==> config.mk <==
export PLATFORM = sky130hd
export DESIGN_NAME = ins_cache_r32i
export DESIGN_NICKNAME = d
export VERILOG_FILES = /design/src/rtl/ins_cache_r32i.sv
export SDC_FILE = /design/constraint.sdc
export NUM_CORES = 2
export LEC_CHECK = 0
export CAP_MARGIN = 20
export CELL_PAD_IN_SITES_DETAIL_PLACEMENT = 0
export CELL_PAD_IN_SITES_GLOBAL_PLACEMENT = 1
export CORE_UTILIZATION = 42
export CTS_CLUSTER_SIZE = 20
export DETAILED_ROUTE_END_ITERATION = 7
export GPL_ROUTABILITY_DRIVEN = 0
export PLACE_DENSITY = 0.72
export SLEW_MARGIN = 30
export SYNTH_ARGS = -nofsm -noshare
export SYNTH_HDL_FRONTEND = slang
export SYNTH_SLANG_ARGS = --single-unit
==> constraint.sdc <==
create_clock -name clock -period 4.4 [get_ports clock]
set_input_delay 0.44 -clock clock [delete_from_list [all_inputs] [get_ports clock]]
set_output_delay 0.44 -clock clock [all_outputs]
set_load 0.1 [all_outputs]
==> src/rtl/ins_cache_r32i.sv <==
// Direct-mapped read-only instruction cache. It refills one line word by word over a req/valid port.
// Define ICACHE_STATS_EN to add the saturating HitCount/MissCount outputs.
module ins_cache_r32i #(
    parameter int unsigned dataW = 32,
    parameter int unsigned LINES = 16,
    parameter int unsigned WORDS = 4
) (
    input  logic             clock,
    input  logic             reset,
    input  logic [dataW-1:0] ProgAddr,
    input  logic             Flush,
    output logic [dataW-1:0] Instruction,
    output logic             InsCacheStall,
    output logic             MemReq,
    output logic [dataW-1:0] MemAddr,
    input  logic             MemValid,
`ifdef ICACHE_STATS_EN
    input  logic [dataW-1:0] MemData,
    output logic [31:0]      HitCount,
    output logic [31:0]      MissCount
`else
    input  logic [dataW-1:0] MemData
`endif
);
    localparam int unsigned OffW = $clog2(WORDS);
    localparam int unsigned IdxW = $clog2(LINES);
    localparam int unsigned TagW = dataW - IdxW - OffW - 2;
    localparam logic [dataW-1:0] Nop = dataW'(32'h0000_0013);

    typedef enum logic [1:0] {StIdle, StRefill, StFillDone} state_e;

    state_e           state_q;
    logic [LINES-1:0] valid_q;
    logic [TagW-1:0]  tag_q  [LINES];
    logic [dataW-1:0] data_q [LINES][WORDS];
    logic [TagW-1:0]  rf_tag_q;
    logic [IdxW-1:0]  rf_idx_q;
    logic [OffW-1:0]  cnt_q;
    logic             mem_req_q;
    logic [dataW-1:0] mem_addr_q;
    logic             flush_pend_q;

    logic [OffW-1:0]  off;
    logic [IdxW-1:0]  idx;
    logic [TagW-1:0]  tag;
    logic             hit;
    logic             start_refill;
    logic             last_beat;
    logic             unused_addr;

    assign off         = ProgAddr[OffW+1:2];
    assign idx         = ProgAddr[IdxW+OffW+1:OffW+2];
    assign tag         = ProgAddr[dataW-1:IdxW+OffW+2];
    assign unused_addr = ^ProgAddr[1:0];

    always_comb begin
        hit           = (state_q == StIdle) && valid_q[idx] && (tag_q[idx] == tag);
        start_refill  = (state_q == StIdle) && !hit && !Flush;
        last_beat     = (state_q == StRefill) && MemValid && (cnt_q == OffW'(WORDS - 1));
        Instruction   = hit ? data_q[idx][off] : Nop;
        InsCacheStall = !hit;
    end

    assign MemReq  = mem_req_q;
    assign MemAddr = mem_addr_q;

    // Data and tag arrays carry no reset; valid_q alone decides whether they mean anything.
    always_ff @(posedge clock) begin
        if (reset && state_q == StRefill && MemValid) begin
            data_q[rf_idx_q][cnt_q] <= MemData;
        end
        if (reset && last_beat) begin
            tag_q[rf_idx_q] <= rf_tag_q;
        end
    end

    always_ff @(posedge clock) begin
        if (!reset) begin
            state_q      <= StIdle;
            valid_q      <= '0;
            rf_tag_q     <= '0;
            rf_idx_q     <= '0;
            cnt_q        <= '0;
            mem_req_q    <= 1'b0;
            mem_addr_q   <= '0;
            flush_pend_q <= 1'b0;
        end else begin
            unique case (state_q)
                StIdle: begin
                    if (Flush) begin
                        valid_q <= '0;
                    end else if (start_refill) begin
                        rf_tag_q   <= tag;
                        rf_idx_q   <= idx;
                        cnt_q      <= '0;
                        mem_req_q  <= 1'b1;
                        mem_addr_q <= {tag, idx, {OffW{1'b0}}, 2'b00};
                        state_q    <= StRefill;
                    end
                end
                StRefill: begin
                    if (Flush) begin
                        flush_pend_q <= 1'b1;
                    end
                    if (last_beat) begin
                        mem_req_q          <= 1'b0;
                        valid_q[rf_idx_q] <= 1'b1;
                        state_q            <= StFillDone;
                    end else if (MemValid) begin
                        cnt_q      <= cnt_q + 1'b1;
                        mem_addr_q <= mem_addr_q + dataW'(4);
                    end
                end
                StFillDone: begin
                    // A flush seen during the refill also drops the line just filled.
                    if (Flush || flush_pend_q) begin
                        valid_q <= '0;
                    end
                    flush_pend_q <= 1'b0;
                    state_q      <= StIdle;
                end
                default: state_q <= StIdle;
            endcase
        end
    end

`ifdef ICACHE_STATS_EN
    logic [31:0] hit_cnt_q;
    logic [31:0] miss_cnt_q;

    always_ff @(posedge clock) begin
        if (!reset) begin
            hit_cnt_q  <= '0;
            miss_cnt_q <= '0;
        end else begin
            if (hit && hit_cnt_q != '1) begin
                hit_cnt_q <= hit_cnt_q + 32'd1;
            end
            if (start_refill && miss_cnt_q != '1) begin
                miss_cnt_q <= miss_cnt_q + 32'd1;
            end
        end
    end

    assign HitCount  = hit_cnt_q;
    assign MissCount = miss_cnt_q;
`endif

endmodule

# Word-level counts from Yosys, hierarchy flattened

Memories as Yosys holds them, arrays and structs flattened.
Cells that the tools add are included.

Register bits after elaboration: 82
Memory bits (writable): 2432
Input bits: 68
Output and inout port bits: 66
Word-level logic and storage cells: 96
Memories: 2

Add/subtract/negate cells: 2
$lt $le $gt $ge: 6
Equal/unequal tests: 12
Mux-type cells: 38
Bitwise logic cells: 4
Reductions and logical operators: 24

Memory list:

| memory | words | width | rd ports | clocked after Yosys merged registers in | write ports | line | source |
|---|---|---|---|---|---|---|---|
| data_q | 16    | 128   | 1        | 0                                       | 1           | 35   | `logic [dataW-1:0] data_q [LINES][WORDS];` |
| tag_q  | 16    | 24    | 1        | 0                                       | 1           | 34   | `logic [TagW-1:0] tag_q [LINES];` |

Operators by type and width:

| cell                                                        | count |
|---|---|
| 2-to-1 mux 32 bit                                           | 8 |
| 2-to-1 mux 128 bit                                          | 1 |
| binary-select mux 32 bit (select 2 bit)                     | 1 |
| demux 32 bit (select 2 bit)                                 | 1 |
| one-hot mux 32 bit (2 select lines)                         | 1 |
| 2-to-1 mux 16 bit                                           | 3 |
| one-hot mux 16 bit (3 select lines)                         | 1 |
| adder 32 x 3 -> 32 bit (second input constant)              | 1 |
| == test 24 bit                                              | 1 |
| != test 2 bit (second input constant)                       | 8 |
| OR 16 bit                                                   | 1 |
| 2-to-1 mux 2 bit                                            | 7 |
| logical AND 1 bit                                           | 11 |
| less-than comparator 4 x 5 -> 1 bit (second input constant) | 2 |
| 2-to-1 mux 1 bit                                            | 9 |
| one-hot mux 2 bit (2 select lines)                          | 2 |
| AND reduction 4 bit                                         | 2 |
| >= comparator 3 bit (second input constant)                 | 2 |
| inverter 2 -> 3 bit                                         | 2 |
| AND reduction 3 bit                                         | 2 |
| AND reduction 5 bit                                         | 1 |
| binary-select mux 1 bit (select 4 bit)                      | 1 |
| demux 1 bit (select 4 bit)                                  | 1 |
| == test 2 bit (second input constant)                       | 2 |
| 12 further kinds                                            | 15 |

# Depth between registers and ports, before layout

Depth after elaboration: 10
Gate-level depth with buffers: 16
Depth with buffers taken out: 9

# Worst setup path after synthesis

Ideal clock, no wire load.

Kind: input-to-output
From: input ProgAddr[4]
To: output Instruction[16]
Data arrival time: 5.666 ns
Required time: 3.960 ns
Setup slack: -1.706 ns
Cell stages on the path: 12
Buffers on the path: 5
Cell sequence: buf_6 -> buf_6 -> buf_2 -> mux4_2 -> a221oi_1 -> xor2_1 -> nand4_1 -> or3_1 -> or4_1 -> buf_2 -> buf_6 -> a311oi_1

Cells in the longest elaborated chain, start to end: 5
Elaborated cells on any way between the ends: 11
Those cells by class: eq/ne (1); mux (6); reduce/logical (2); memory (2)

RTL lines:

| item                                                                                      | line   | source |
|---|---|---|
| start, declared                                                                           | 10     | `input logic [dataW-1:0] ProgAddr,` |
| memory read (16 x 128 bit) or binary-select mux 1 bit (select 4 bit) (tied branches)      | -      |  |
| binary-select mux 32 bit (select 2 bit) or 2-to-1 mux 1 bit (tied branches)               | 60, 57 |  |
| 2-to-1 mux 32 bit (not written as such) or logical AND 1 bit (tied branches) (2 in a row) | 60, 57 |  |
| 2-to-1 mux 32 bit (*)                                                                     | 60     | `Instruction = hit ? data_q[idx][off] : Nop;` |
| end, declared                                                                             | 12     | `output logic [dataW-1:0] Instruction,` |

Mark *: on every way between the ends. The rest lies on a longest branch, timed or not. The select of a mux whose other input is x is not followed.

# Worst setup path in the final report

From: memory tag_q[3][8] in the netlist's numbering
To: output Instruction[8]

Cells in the longest elaborated chain, start to end: 4

RTL lines:

| item                      | line | source |
|---|---|---|
| start, declared           | 34   |  |
| memory read (16 x 24 bit) | -    |  |
| == test 24 bit            | 57   | `hit = (state_q == StIdle) && valid_q[idx] && (tag_q[idx] == tag);` |
| logical AND 1 bit         | 57   |  |
| 2-to-1 mux 32 bit         | 60   |  |

Every way passes these cells.

==> summary.md <==
| Metric | Value |
|---|---|
| Outcome | `complete, but fails checks` |
| Failing checks | `setup timing` |
| Clock sinks | `2,512` |
| Multi-input logic area | `0.0222 mm²` |
| Critical path's top delay family | `simple AND/OR/NAND/NOR gates` |
| Crit path DAT | `4.68 ns` |
| CTS buffer count | `276` |
| Met3 routed WL | `21.4 mm` |
| Fill cells | `17,900` |
| Row count | `176` |
| Vias per cell | `5.95` |
| Routed vias | `47,100` |
| Slew Viols, Final | `0` |
| TNS Setup | `-19.32 ns` |
| CTS tree | `done` |
| Final nets | `4,767` |
| Final hold violation count | `0` |
| Commonest cells in the netlist | `2,432 x edfxtp_1, 733 x mux4_2, 162 x nand2_1, 122 x clkbuf_1, 111 x nor2_1` |
| Die footprint | `0.233 mm²` |
| Core footprint | `0.230 mm²` |
| Synth cell types | `57` |
| CTS H-tree depth | `5` |
| Clock slew at reported path FFs | `0.06 ns` |
| Hold WS | `0.0430 ns` |
| Initial DRC Count | `6,036` |
| Final ANT Viol Nets | `0` |
| Storage cell area | `0.0746 mm²` |
| Metal2 WL | `118 mm` |
| Fraction of registers with async set/reset | `0%` |
| Minimum clock period | `5.12 ns` |
| Max-slew headroom at the worst pin | `32.8%` |
| Synth top area share | `75.3%` |
| DP HPWL | `138 mm` |
| Most numerous cell in the Yosys netlist | `edfxtp_1` |
| Router iterations before antenna repair | `5` |
| Startpoint Class | `flip-flop` |
| GRT Resource Usage Total | `21.2%` |
| Req. time, crit path | `3.96 ns` |
| Port buffer count | `129` |
| Mapped Avg Cell Area | `22.7 µm²` |
| Post-synth EDFFs | `2,432` |
| Post-route clock period utilization | `116%` |
| Final Util | `49.4%` |
| Pwr Density | `449 mW/mm²` |
| Sequential cell area fraction in the yosys report | `76.9%` |
| VDD IR max | `0.351 mV` |
| Number of max-cap violations | `0` |
| Worst-Skew Late Latency | `0.93 ns` |
| CP max stage cell | `or4_4` |
| CP Capture Type | `primary output` |
| Yosys warns | `0` |
| Total power | `51.0 mW` |
| Slew @ Worst Pin | `1.00 ns` |
| Met1 wire length | `100 mm` |
| Syn Inst Count | `4,269` |
| Most area-hungry cell type in the Yosys netlist | `edfxtp_1` |
| Yosys reg bits | `2,512` |
| Worst min path class | `in2reg` |
| Top cells by area, synth | `edfxtp_1 75%, mux4_2 17%, dfxtp_1 1.7%` |
| Max Fclk | `195 MHz` |
| Top layer in use | `met5` |
| Unrepaired setup endpoints after global routing | `yes` |
| P_leak | `35.7 nW` |
| Bufs and invs on worst path | `3` |
| Chip Height | `483 µm` |
| # IOs | `134` |
| Crit-path cells | `mux4_2 > a22oi_2 > nand2_1 > xor2_1 > or4_4 > or3_4 > or4_4 > buf_12 > buf_12 > a311oi_4 > buf_12` |
| Area growth syn-to-layout | `17.1%` |
| Root buf cell | `clkbuf_16` |
| Number of global-route vias before repair | `47,700` |
| Pin count of the biggest net entering global routing | `124` |
| Final WL | `245 mm` |
| Final WS setup | `-0.724 ns` |
| Final setup viols | `33` |
| Synthesized area | `0.0970 mm²` |
| CP most frequent cell | `buf_12` |
| CP max stage delay | `0.60 ns` |
| Initial core utilization | `42.2%` |
| Die Width | `483 µm` |
| FF-to-FF setup slack | `0.93 ns` |
| Crit Path Class | `reg2out` |
| Antenna violations before repair | `20` |
| Overflow after GRT | `0` |
| Clock Skews | `0.0429 ns` |
| Share of cells above drive strength 1 | `32.3%` |
| Max FO, Critical Path | `7` |
| Per-cell routed wire length | `30.9 µm` |
| First-pass GRT wire length | `350 mm` |
| DRC Markers | `0` |
| Clock Path Buffers | `4` |
| Top_reg_cell synth | `edfxtp_1` |
[cells in the final DEF, fill, tap and decap left out, types with 36 or more instances in the layout]
master              n
a21oi_1            37
o22ai_1            36
dfxtp_1            80
buf_4             206
nor2_4             80
edfxtp_1         2432
clkbuf_16         287
clkinv_1           63
nand2_1           159
mux2i_1            93
clkbuf_1           47
clkdlybuf4s50_1    45
mux4_2            733
clkinv_2           36
buf_12            110
[layout make-up]
cell class,instances,area share [%]
diodes,6,0.0132
clock buffers,337,6.52
clock inverters,133,0.940
inverters,13,0.0474
multi-input cells,1503,19.5
flip-flops and latches,2512,65.7
well taps,3026,3.33
repair buffers,388,3.92
[stage by stage]
| stage | area, µm² | instances | setup WS (ns) |
|---|---|---|---|
| final | 114000 | 7918 | -0.724 |
| after global routing | 114000 | 7916 | -0.818 |
| after CTS | 113000 | 7911 | -0.797 |
| after detailed placement | 105000 | 7432 | -0.302 |
| after global placement | 105000 | 7431 | -0.277 |
| after floorplan | 97300 | 4270 | -0.438 |
[registers in the layout, indices dropped and copies added (netlist names)]
register      flops
rf_idx_q          4
MemAddr          30
valid_q          16
flush_pend_q      1
state_q           2
rf_tag_q         24
tag_q           384
MemReq            1
cnt_q             2
data_q         2048
[final timing paths]
check             cells past startpoint             end           from
hold reg to reg                       2      valid_q[4]     valid_q[4]
hold / removal                        1   data_q[3][24]    MemData[24]
setup / recovery                     11  Instruction[8]    tag_q[3][8]
setup reg to reg                     12      MemAddr[6]  tag_q[12][18]
[layer usage]
layer / vias up / GRT usage (%)
li1: 19000 / -
met1: 25600 / 30.1
met2: 2218 / 33.4
met3: 333 / 4.43
met4: 6 / 5.55
met5: - / 0
[timing repair]
item                                   in CTS  in global routing
setup endpoints to repair                  33                 33
pin swaps                                  10                  3
cloned                                      1                  0
hold buffers                                3                  0
endpoints found under the hold margin      33                  0
buffers inserted                            6                  1
gates resized for setup                    14                  1
[cell families after synthesis]
group,count (synthesis),synth area share (%)
simple gates,433,2.04
compound gates,200,1.40
flops,2512,76.9
fa+ha+maj,5,0.0645
mux,840,18.1
buf+inv,255,1.20
xor+xnor,23,0.208
other cells,1,0.00387
[report_power, final]
part           total (mW)  leakage, nW  switching, mW  internal, mW
Clock                21.9         4.14           9.01          12.9
Combinational        2.64         8.79           1.59          1.05
Sequential           26.4         22.8          0.114          26.3
[worst reg2reg max path: stages, from the launching register on]
cell,delay (ns)
edfxtp_1,0.37
mux4_2,0.47
mux4_2,0.50
xnor2_1,0.23
nand4_1,0.19
buf_4,0.18
nor4_1,0.27
buf_4,0.16
nand4_1,0.19
buf_4,0.30
nand3_1,0.20
buf_12,0.21
o21bai_1,0.10
Note: power is estimated with default switching activity, not from simulation.
